### src/rtl/jt900h_useq_if.sv
// Control/status bundle between the JT900H microcode sequencer and its neighbours
// (ucode ROM fields, decoder/ALU/interrupt inputs, sequencer outputs).
interface jt900h_useq_if #(
    parameter int UAW   = 14,
    parameter int DEPTH = 4
);
    localparam int SPW = $clog2(DEPTH + 1);

    logic           cen;
    logic [7:0]     md;
    logic [7:0]     flags;
    logic           zu;
    logic           div_busy;
    logic           mem_busy;
    logic           irq;
    logic [2:0]     int_lvl;
    logic [2:0]     riff;
    logic [2:0]     op;
    logic [1:0]     cond_sel;
    logic           waitmem;
    logic [UAW-1:0] target;

    logic [UAW-1:0] uaddr;
    logic           cc;
    logic [SPW-1:0] sp;
    logic           irq_ack;
    logic           dec_err;

    modport master (
        output cen, md, flags, zu, div_busy, mem_busy, irq, int_lvl, riff,
               op, cond_sel, waitmem, target,
        input  uaddr, cc, sp, irq_ack, dec_err
    );

    modport slave (
        input  cen, md, flags, zu, div_busy, mem_busy, irq, int_lvl, riff,
               op, cond_sel, waitmem, target,
        output uaddr, cc, sp, irq_ack, dec_err
    );
endinterface

### src/rtl/jt900h_useq.sv
// JT900H microcode sequencer: next-address logic, DEPTH-entry return stack, loop register.
// Optional: JT900H_USEQ_OVF_ERR_EN makes stack overflow fatal instead of circular.
module jt900h_useq #(
    parameter int LOW   = 4,
    parameter int UAW   = 14,
    parameter int DEPTH = 4,
    parameter int LCW   = 8,
    parameter logic [UAW-1:0] RST_VEC = 14'h0,
    parameter logic [UAW-1:0] IRQ_VEC = 14'h10
)(
    input  logic          clk,
    input  logic          rst,
    jt900h_useq_if.slave  bus
);
    localparam int SPW = $clog2(DEPTH + 1);
    localparam logic [SPW-1:0] SP_FULL = SPW'(DEPTH);

`ifdef JT900H_USEQ_OVF_ERR_EN
    localparam bit OVF_ERR = 1'b1;
`else
    localparam bit OVF_ERR = 1'b0;
`endif

    localparam logic [2:0] OP_NEXT = 3'd0;
    localparam logic [2:0] OP_JMP  = 3'd1;
    localparam logic [2:0] OP_JSR  = 3'd2;
    localparam logic [2:0] OP_RET  = 3'd3;
    localparam logic [2:0] OP_LSET = 3'd4;
    localparam logic [2:0] OP_LOOP = 3'd5;
    localparam logic [2:0] OP_DISP = 3'd6;
    localparam logic [2:0] OP_HALT = 3'd7;

    logic [UAW-1:0]            uaddr_q, uaddr_d, lhead_q, lhead_d, nxt;
    logic [SPW-1:0]            sp_q, sp_d;
    logic [LCW-1:0]            lcnt_q, lcnt_d;
    logic [DEPTH-1:0][UAW-1:0] stk_q, stk_d;
    logic                      ack_q, ack_d, err_q, err_d;
    logic                      cc_raw, cc, cond, still, irq_en;
    logic                      f_s, f_z, f_v, f_c;
    logic                      unused_flags;

    assign f_s = bus.flags[7];
    assign f_z = bus.flags[6];
    assign f_v = bus.flags[2];
    assign f_c = bus.flags[0];
    assign unused_flags = ^{bus.flags[5:3], bus.flags[1]};

    // md[3] selects the complemented half of the condition table (0 false / 8 true).
    always_comb begin
        cc_raw = 1'b0;
        case (bus.md[2:0])
            3'd0: cc_raw = 1'b0;
            3'd1: cc_raw = f_s ^ f_v;
            3'd2: cc_raw = f_z | (f_s ^ f_v);
            3'd3: cc_raw = f_z | f_c;
            3'd4: cc_raw = f_v;
            3'd5: cc_raw = f_s;
            3'd6: cc_raw = f_z;
            3'd7: cc_raw = f_c;
            default: cc_raw = 1'b0;
        endcase
        cc = cc_raw ^ bus.md[3];
    end

    always_comb begin
        cond = 1'b1;
        case (bus.cond_sel)
            2'd0: cond = 1'b1;
            2'd1: cond = cc;
            2'd2: cond = ~cc;
            2'd3: cond = ~bus.zu;
            default: cond = 1'b1;
        endcase
    end

    assign nxt    = {uaddr_q[UAW-1:LOW], uaddr_q[LOW-1:0] + LOW'(1)};
    assign still  = bus.div_busy | (bus.waitmem & bus.mem_busy) | err_q;
    assign irq_en = bus.irq && (bus.int_lvl >= bus.riff);

    always_comb begin
        uaddr_d = uaddr_q;
        sp_d    = sp_q;
        lcnt_d  = lcnt_q;
        lhead_d = lhead_q;
        stk_d   = stk_q;
        ack_d   = ack_q;
        err_d   = err_q;
        if (bus.cen) begin
            ack_d = 1'b0;
            if (!still) begin
                case (bus.op)
                    OP_NEXT: uaddr_d = nxt;
                    OP_JMP:  uaddr_d = cond ? bus.target : nxt;
                    OP_JSR: begin
                        if (!cond) begin
                            uaddr_d = nxt;
                        end else if (OVF_ERR && sp_q == SP_FULL) begin
                            err_d = 1'b1;
                        end else begin
                            // Entry 0 is the top; a full stack drops its oldest entry.
                            for (int i = DEPTH - 1; i > 0; i--) stk_d[i] = stk_q[i-1];
                            stk_d[0] = nxt;
                            uaddr_d  = bus.target;
                            if (sp_q != SP_FULL) sp_d = sp_q + SPW'(1);
                        end
                    end
                    OP_RET: begin
                        if (sp_q == '0) begin
                            err_d = 1'b1;
                        end else begin
                            uaddr_d = stk_q[0];
                            for (int i = 0; i < DEPTH - 1; i++) stk_d[i] = stk_q[i+1];
                            stk_d[DEPTH-1] = '0;
                            sp_d = sp_q - SPW'(1);
                        end
                    end
                    OP_LSET: begin
                        lcnt_d  = bus.target[LCW-1:0];
                        lhead_d = nxt;
                        uaddr_d = nxt;
                    end
                    OP_LOOP: begin
                        if (lcnt_q != '0) begin
                            lcnt_d  = lcnt_q - LCW'(1);
                            uaddr_d = lhead_q;
                        end else begin
                            uaddr_d = nxt;
                        end
                    end
                    OP_DISP: begin
                        sp_d = '0;
                        if (irq_en) begin
                            uaddr_d = IRQ_VEC;
                            ack_d   = 1'b1;
                        end else begin
                            uaddr_d = {bus.target[1:0], bus.md, {LOW{1'b0}}};
                        end
                    end
                    OP_HALT: begin
                        if (irq_en) begin
                            uaddr_d = IRQ_VEC;
                            ack_d   = 1'b1;
                        end
                    end
                    default: uaddr_d = uaddr_q;
                endcase
            end
        end
    end

    always_ff @(posedge clk) begin
        if (rst) begin
            uaddr_q <= RST_VEC;
            sp_q    <= '0;
            lcnt_q  <= '0;
            lhead_q <= '0;
            stk_q   <= '0;
            ack_q   <= 1'b0;
            err_q   <= 1'b0;
        end else begin
            uaddr_q <= uaddr_d;
            sp_q    <= sp_d;
            lcnt_q  <= lcnt_d;
            lhead_q <= lhead_d;
            stk_q   <= stk_d;
            ack_q   <= ack_d;
            err_q   <= err_d;
        end
    end

    assign bus.uaddr   = uaddr_q;
    assign bus.cc      = cc;
    assign bus.sp      = sp_q;
    assign bus.irq_ack = ack_q;
    assign bus.dec_err = err_q;
endmodule

### src/flat_wrapper.sv
// flat-port wrapper written by rule: the top's interface ports become plain ports
module jt900h_useq_flat 
#(
    parameter int LOW   = 4,
    parameter int UAW   = 14,
    parameter int DEPTH = 4,
    parameter int LCW   = 8,
    parameter logic [UAW-1:0] RST_VEC = 14'h0,
    parameter logic [UAW-1:0] IRQ_VEC = 14'h10
)
  (clk, rst, bus_cen, bus_md, bus_flags, bus_zu, bus_div_busy, bus_mem_busy, bus_irq, bus_int_lvl, bus_riff, bus_op, bus_cond_sel, bus_waitmem, bus_target, bus_uaddr, bus_cc, bus_sp, bus_irq_ack, bus_dec_err);
  jt900h_useq_if #(.UAW(UAW), .DEPTH(DEPTH)) bus_i ();
  input  logic clk;
  input  logic rst;
  input wire logic [$bits(bus_i.cen)-1:0] bus_cen;
  input wire logic [$bits(bus_i.md)-1:0] bus_md;
  input wire logic [$bits(bus_i.flags)-1:0] bus_flags;
  input wire logic [$bits(bus_i.zu)-1:0] bus_zu;
  input wire logic [$bits(bus_i.div_busy)-1:0] bus_div_busy;
  input wire logic [$bits(bus_i.mem_busy)-1:0] bus_mem_busy;
  input wire logic [$bits(bus_i.irq)-1:0] bus_irq;
  input wire logic [$bits(bus_i.int_lvl)-1:0] bus_int_lvl;
  input wire logic [$bits(bus_i.riff)-1:0] bus_riff;
  input wire logic [$bits(bus_i.op)-1:0] bus_op;
  input wire logic [$bits(bus_i.cond_sel)-1:0] bus_cond_sel;
  input wire logic [$bits(bus_i.waitmem)-1:0] bus_waitmem;
  input wire logic [$bits(bus_i.target)-1:0] bus_target;
  output wire logic [$bits(bus_i.uaddr)-1:0] bus_uaddr;
  output wire logic [$bits(bus_i.cc)-1:0] bus_cc;
  output wire logic [$bits(bus_i.sp)-1:0] bus_sp;
  output wire logic [$bits(bus_i.irq_ack)-1:0] bus_irq_ack;
  output wire logic [$bits(bus_i.dec_err)-1:0] bus_dec_err;
  assign bus_i.cen = bus_cen;
  assign bus_i.md = bus_md;
  assign bus_i.flags = bus_flags;
  assign bus_i.zu = bus_zu;
  assign bus_i.div_busy = bus_div_busy;
  assign bus_i.mem_busy = bus_mem_busy;
  assign bus_i.irq = bus_irq;
  assign bus_i.int_lvl = bus_int_lvl;
  assign bus_i.riff = bus_riff;
  assign bus_i.op = bus_op;
  assign bus_i.cond_sel = bus_cond_sel;
  assign bus_i.waitmem = bus_waitmem;
  assign bus_i.target = bus_target;
  assign bus_uaddr = bus_i.uaddr;
  assign bus_cc = bus_i.cc;
  assign bus_sp = bus_i.sp;
  assign bus_irq_ack = bus_i.irq_ack;
  assign bus_dec_err = bus_i.dec_err;
  jt900h_useq #(.LOW(LOW), .UAW(UAW), .DEPTH(DEPTH), .LCW(LCW), .RST_VEC(RST_VEC), .IRQ_VEC(IRQ_VEC)) u_core (.clk(clk), .rst(rst), .bus(bus_i));
endmodule
### config.mk
export PLATFORM = sky130hd
export DESIGN_NAME = jt900h_useq_flat
export DESIGN_NICKNAME = d
export VERILOG_FILES = /design/src/rtl/jt900h_useq_if.sv /design/src/rtl/jt900h_useq.sv /design/src/flat_wrapper.sv
export SDC_FILE = /design/constraint.sdc
export NUM_CORES = 1
export LEC_CHECK = 0
export ABC_CLOCK_PERIOD_IN_PS = 5370
export CAP_MARGIN = 0
export CORE_MARGIN = 8
export CORE_UTILIZATION = 62
export CTS_BUF_LIST = sky130_fd_sc_hd__clkbuf_4
export DETAILED_ROUTE_END_ITERATION = 8
export GPL_ROUTABILITY_DRIVEN = 1
export PLACE_DENSITY = 0.88
export SLEW_MARGIN = 20
export SYNTH_ARGS = -nofsm -noshare
export SYNTH_HDL_FRONTEND = slang
export SYNTH_SLANG_ARGS = --single-unit
### constraint.sdc
create_clock -name clk -period 5.37 [get_ports clk]
set_input_delay 1.611 -clock clk [delete_from_list [all_inputs] [get_ports clk]]
set_output_delay 1.611 -clock clk [all_outputs]
set_load 0.005 [all_outputs]
==> impl_metrics.ini <==
[status]
outcome = finished, final reports clean

[critical_path]
worst_setup_path_start_kind = primary input
crit_required_ps = 3760
crit_fanout = 6
cp.arrival_ps = 3600
rrSetupSlack_ps = 2770
critPathKind = primary input to primary output
cp-end-kind = primary output

[layout]
nets = 715
diodes = 0
final_layout_size_suffix_gt1_share_pct = 14.9
multi_input_area_um2 = 3080
fill_cells = 673
syn_to_final_growth_pct = 13.2
regArea_um2 = 1940

[logic_synthesis]
synth_edf_count = 0
syn_nets = 689
synth_area_um2 = 5430
synth.avg_cell_area_um2 = 8.56
synth_flop_cell = dfxtp_1
synth_cells = 634
synth_warnings = 0
synth_cell_types = 67
synthArstFlopShare_pct = 0
yosysSeqAreaShare_pct = 35.8
ys_ff_latch = 97

[clock_network]
post_cts_buffers = 0
cts_resized = 0
clk_latency_ps = 460
clock_sinks = 97
cts_max_level = 3
cts_max_path_buffers = 2
cts_root_buffer = clkbuf_4
cts_tree = yes
clkTransAtPathRegs_ps = 140
cts_hold_buffers = 0
cts_buffers = 9

[place]
port_buffers = 64
hpwlAfterDp_mm = 9.92
place_congestion = 0.871

[global_route]
grt_pass1_wl_mm = 23.8
grt_max_degree = 72
grt-ovfl-total = 0
antenna_found_initial = 0
grt_usage_pct = 24.3
grt_pass1_vias = 5056

[timing]
hold_viol_final = 0
finalCritPeriodShare_pct = 97.1
skew_ps = 19.2
final-max-slew-violation-count = 0
fin_hold_ws_ps = 491
worst_slew_pin_slew_ps = 998
finalSetupViolations = 0
rsz0062_at_grt = false
tns_ps = 0
period_needed_ps = 5210
slew_headroom_pct = 33.3
fmax_mhz = 192

[detailed_routing]
dr.pass1.iters = 5
num_vias = 5077
drc_errors = 0
totalWireLength_mm = 14.6
drtIter0Drc = 516
drt-wirelength-per-cell_um = 18.8
antenna_left = 0
via_per_inst = 6.57

[floorplanning]
io_pins = 69
rows = 34
die_y_um = 110
core_area_um2 = 8590
die-area_um2 = 12000
start_util_pct = 63.1
fp.dieW_um = 110

[min_path]
hold_class = flip-flop to flip-flop

[pwr]
ir_worst_vdd_mv = 0.158
p_leak_nw = 1.96
cellPowerDensity_nw_per_um2 = 231

[run]
max_cap_violations = 0
synthesized netlist by cell type, types with 4 or more instances:
cell type,n,area share [%]
a211oi_1,9,1.2
a21oi_1,81,7.5
a222oi_1,9,1.7
a22oi_1,6,0.83
a311oi_1,9,1.5
a311oi_2,40,11
buf_2,10,0.92
buf_4,15,2.1
buf_6,5,1.0
clkbuf_1,33,2.3
dfxtp_1,97,36
ha_1,5,1.2
inv_1,15,1.0
mux2i_1,13,2.4
nand2_1,90,6.2
nand2b_1,8,0.92
nand3_1,18,1.7
nand4_1,14,1.6
nor2_1,38,2.6
nor2b_1,4,0.46
nor3_1,5,0.46
o211ai_1,4,0.55
o21ai_0,34,3.1
or2_2,5,0.58
or3_1,5,0.58
worst paths after layout:
kind                                           end  cells past startpoint                     startpoint
hold reg to reg      u_core.stk_q[46]$_SDFFE_PP0P_                      2  u_core.stk_q[46]$_SDFFE_PP0P_
setup / recovery                            bus_cc                      7                      bus_md[0]
setup reg to reg  u_core.bus.uaddr[4]$_SDFFE_PP0P_                     10  u_core.lcnt_q[0]$_SDFFE_PP0P_
hold / removal       u_core.stk_q[46]$_SDFFE_PP0P_                      2  u_core.stk_q[46]$_SDFFE_PP0P_
stage by stage:
stage                     power (mW)  setup slack (ps)  util [%]  area, um2  std cells
after floorplan                0.928              1360         -       5430        634
after global routing            1.47              58.0      71.5       6140        773
after detailed placement        1.02               151      69.7       5990        757
after global placement          1.01               271      69.7       5990        757
final                           1.42               156      71.5       6140        773
after CTS                       1.42               145      71.5       6140        773
metal layers:
layer  part of all wire, %  up-vias  global-route usage, %  wire, um
met3                   6.4       45                   4.92       932
met2                    50      209                   40.7      7240
met5                     0        -                      0         0
met1                    41     2429                   29.4      5910
met4                   3.3        0                   11.3       475
li1                      -     2394                      -         -
critical path, stage by stage:
cell	delay, ps
clkdlybuf4s50_1	600
mux2i_1	250
a21oi_1	150
o311ai_2	350
nor2b_1	80
inv_1	60
clkdlybuf4s50_1	500
report_power, final:
| part | leakage [nW] | internal [mW] | switching (mW) |
|---|---|---|---|
| sequential | 0.785 | 0.737 | 0.0177 |
| clock | 0.0755 | 0.154 | 0.261 |
| combinational | 1.10 | 0.105 | 0.146 |
registers in the layout (all words and copies together) (netlist names):
register,cells
u_core.bus.uaddr,14
u_core.lcnt_q,8
u_core.bus.sp,3
u_core.bus.dec_err,1
u_core.stk_q,56
u_core.lhead_q,14
u_core.bus.irq_ack,1
area by class of cell:
type	instances	share of cell area, %
clock buffer	10	1.22
clock inverter	6	1.20
inverter	17	1.04
multi-input combinational	455	50.2
sequential	97	31.6
tap	108	2.20
timing repair buffer	80	12.5
cells in the final DEF, fill, tap and decap left out, drive strengths merged, types with 3 or more instances in the layout:
| master | count |
|---|---|
| dfxtp | 97 |
| nand2 | 90 |
| a21oi | 81 |
| clkdlybuf4s50 | 63 |
| a311oi | 49 |
| nor2 | 41 |
| o21ai | 40 |
| nand3 | 18 |
| inv | 18 |
| buf | 17 |
| nand4 | 14 |
| mux2i | 13 |
| clkbuf | 10 |
| a211oi | 10 |
| a222oi | 9 |
| nand2b | 9 |
| a22oi | 6 |
| or2 | 5 |
| or3 | 5 |
| nor3 | 5 |
| ha | 5 |
| o211ai | 5 |
| nor2b | 4 |
| nor3b | 4 |
| o31ai | 3 |
| and2 | 3 |
cell families after synthesis:
logic type                 count (synthesis)  share of synthesized area [%]
AOI/OAI and AO/OA                        226                           33.6
and+or+nand+nor                          207                           18.5
DFF                                       97                           35.8
buffers and inverters                     82                           7.63
muxes                                     13                           2.40
adders and majority gates                  6                           1.52
xor gates and xnor gates                   3                          0.484
Power figures use the tool's default switching activity.
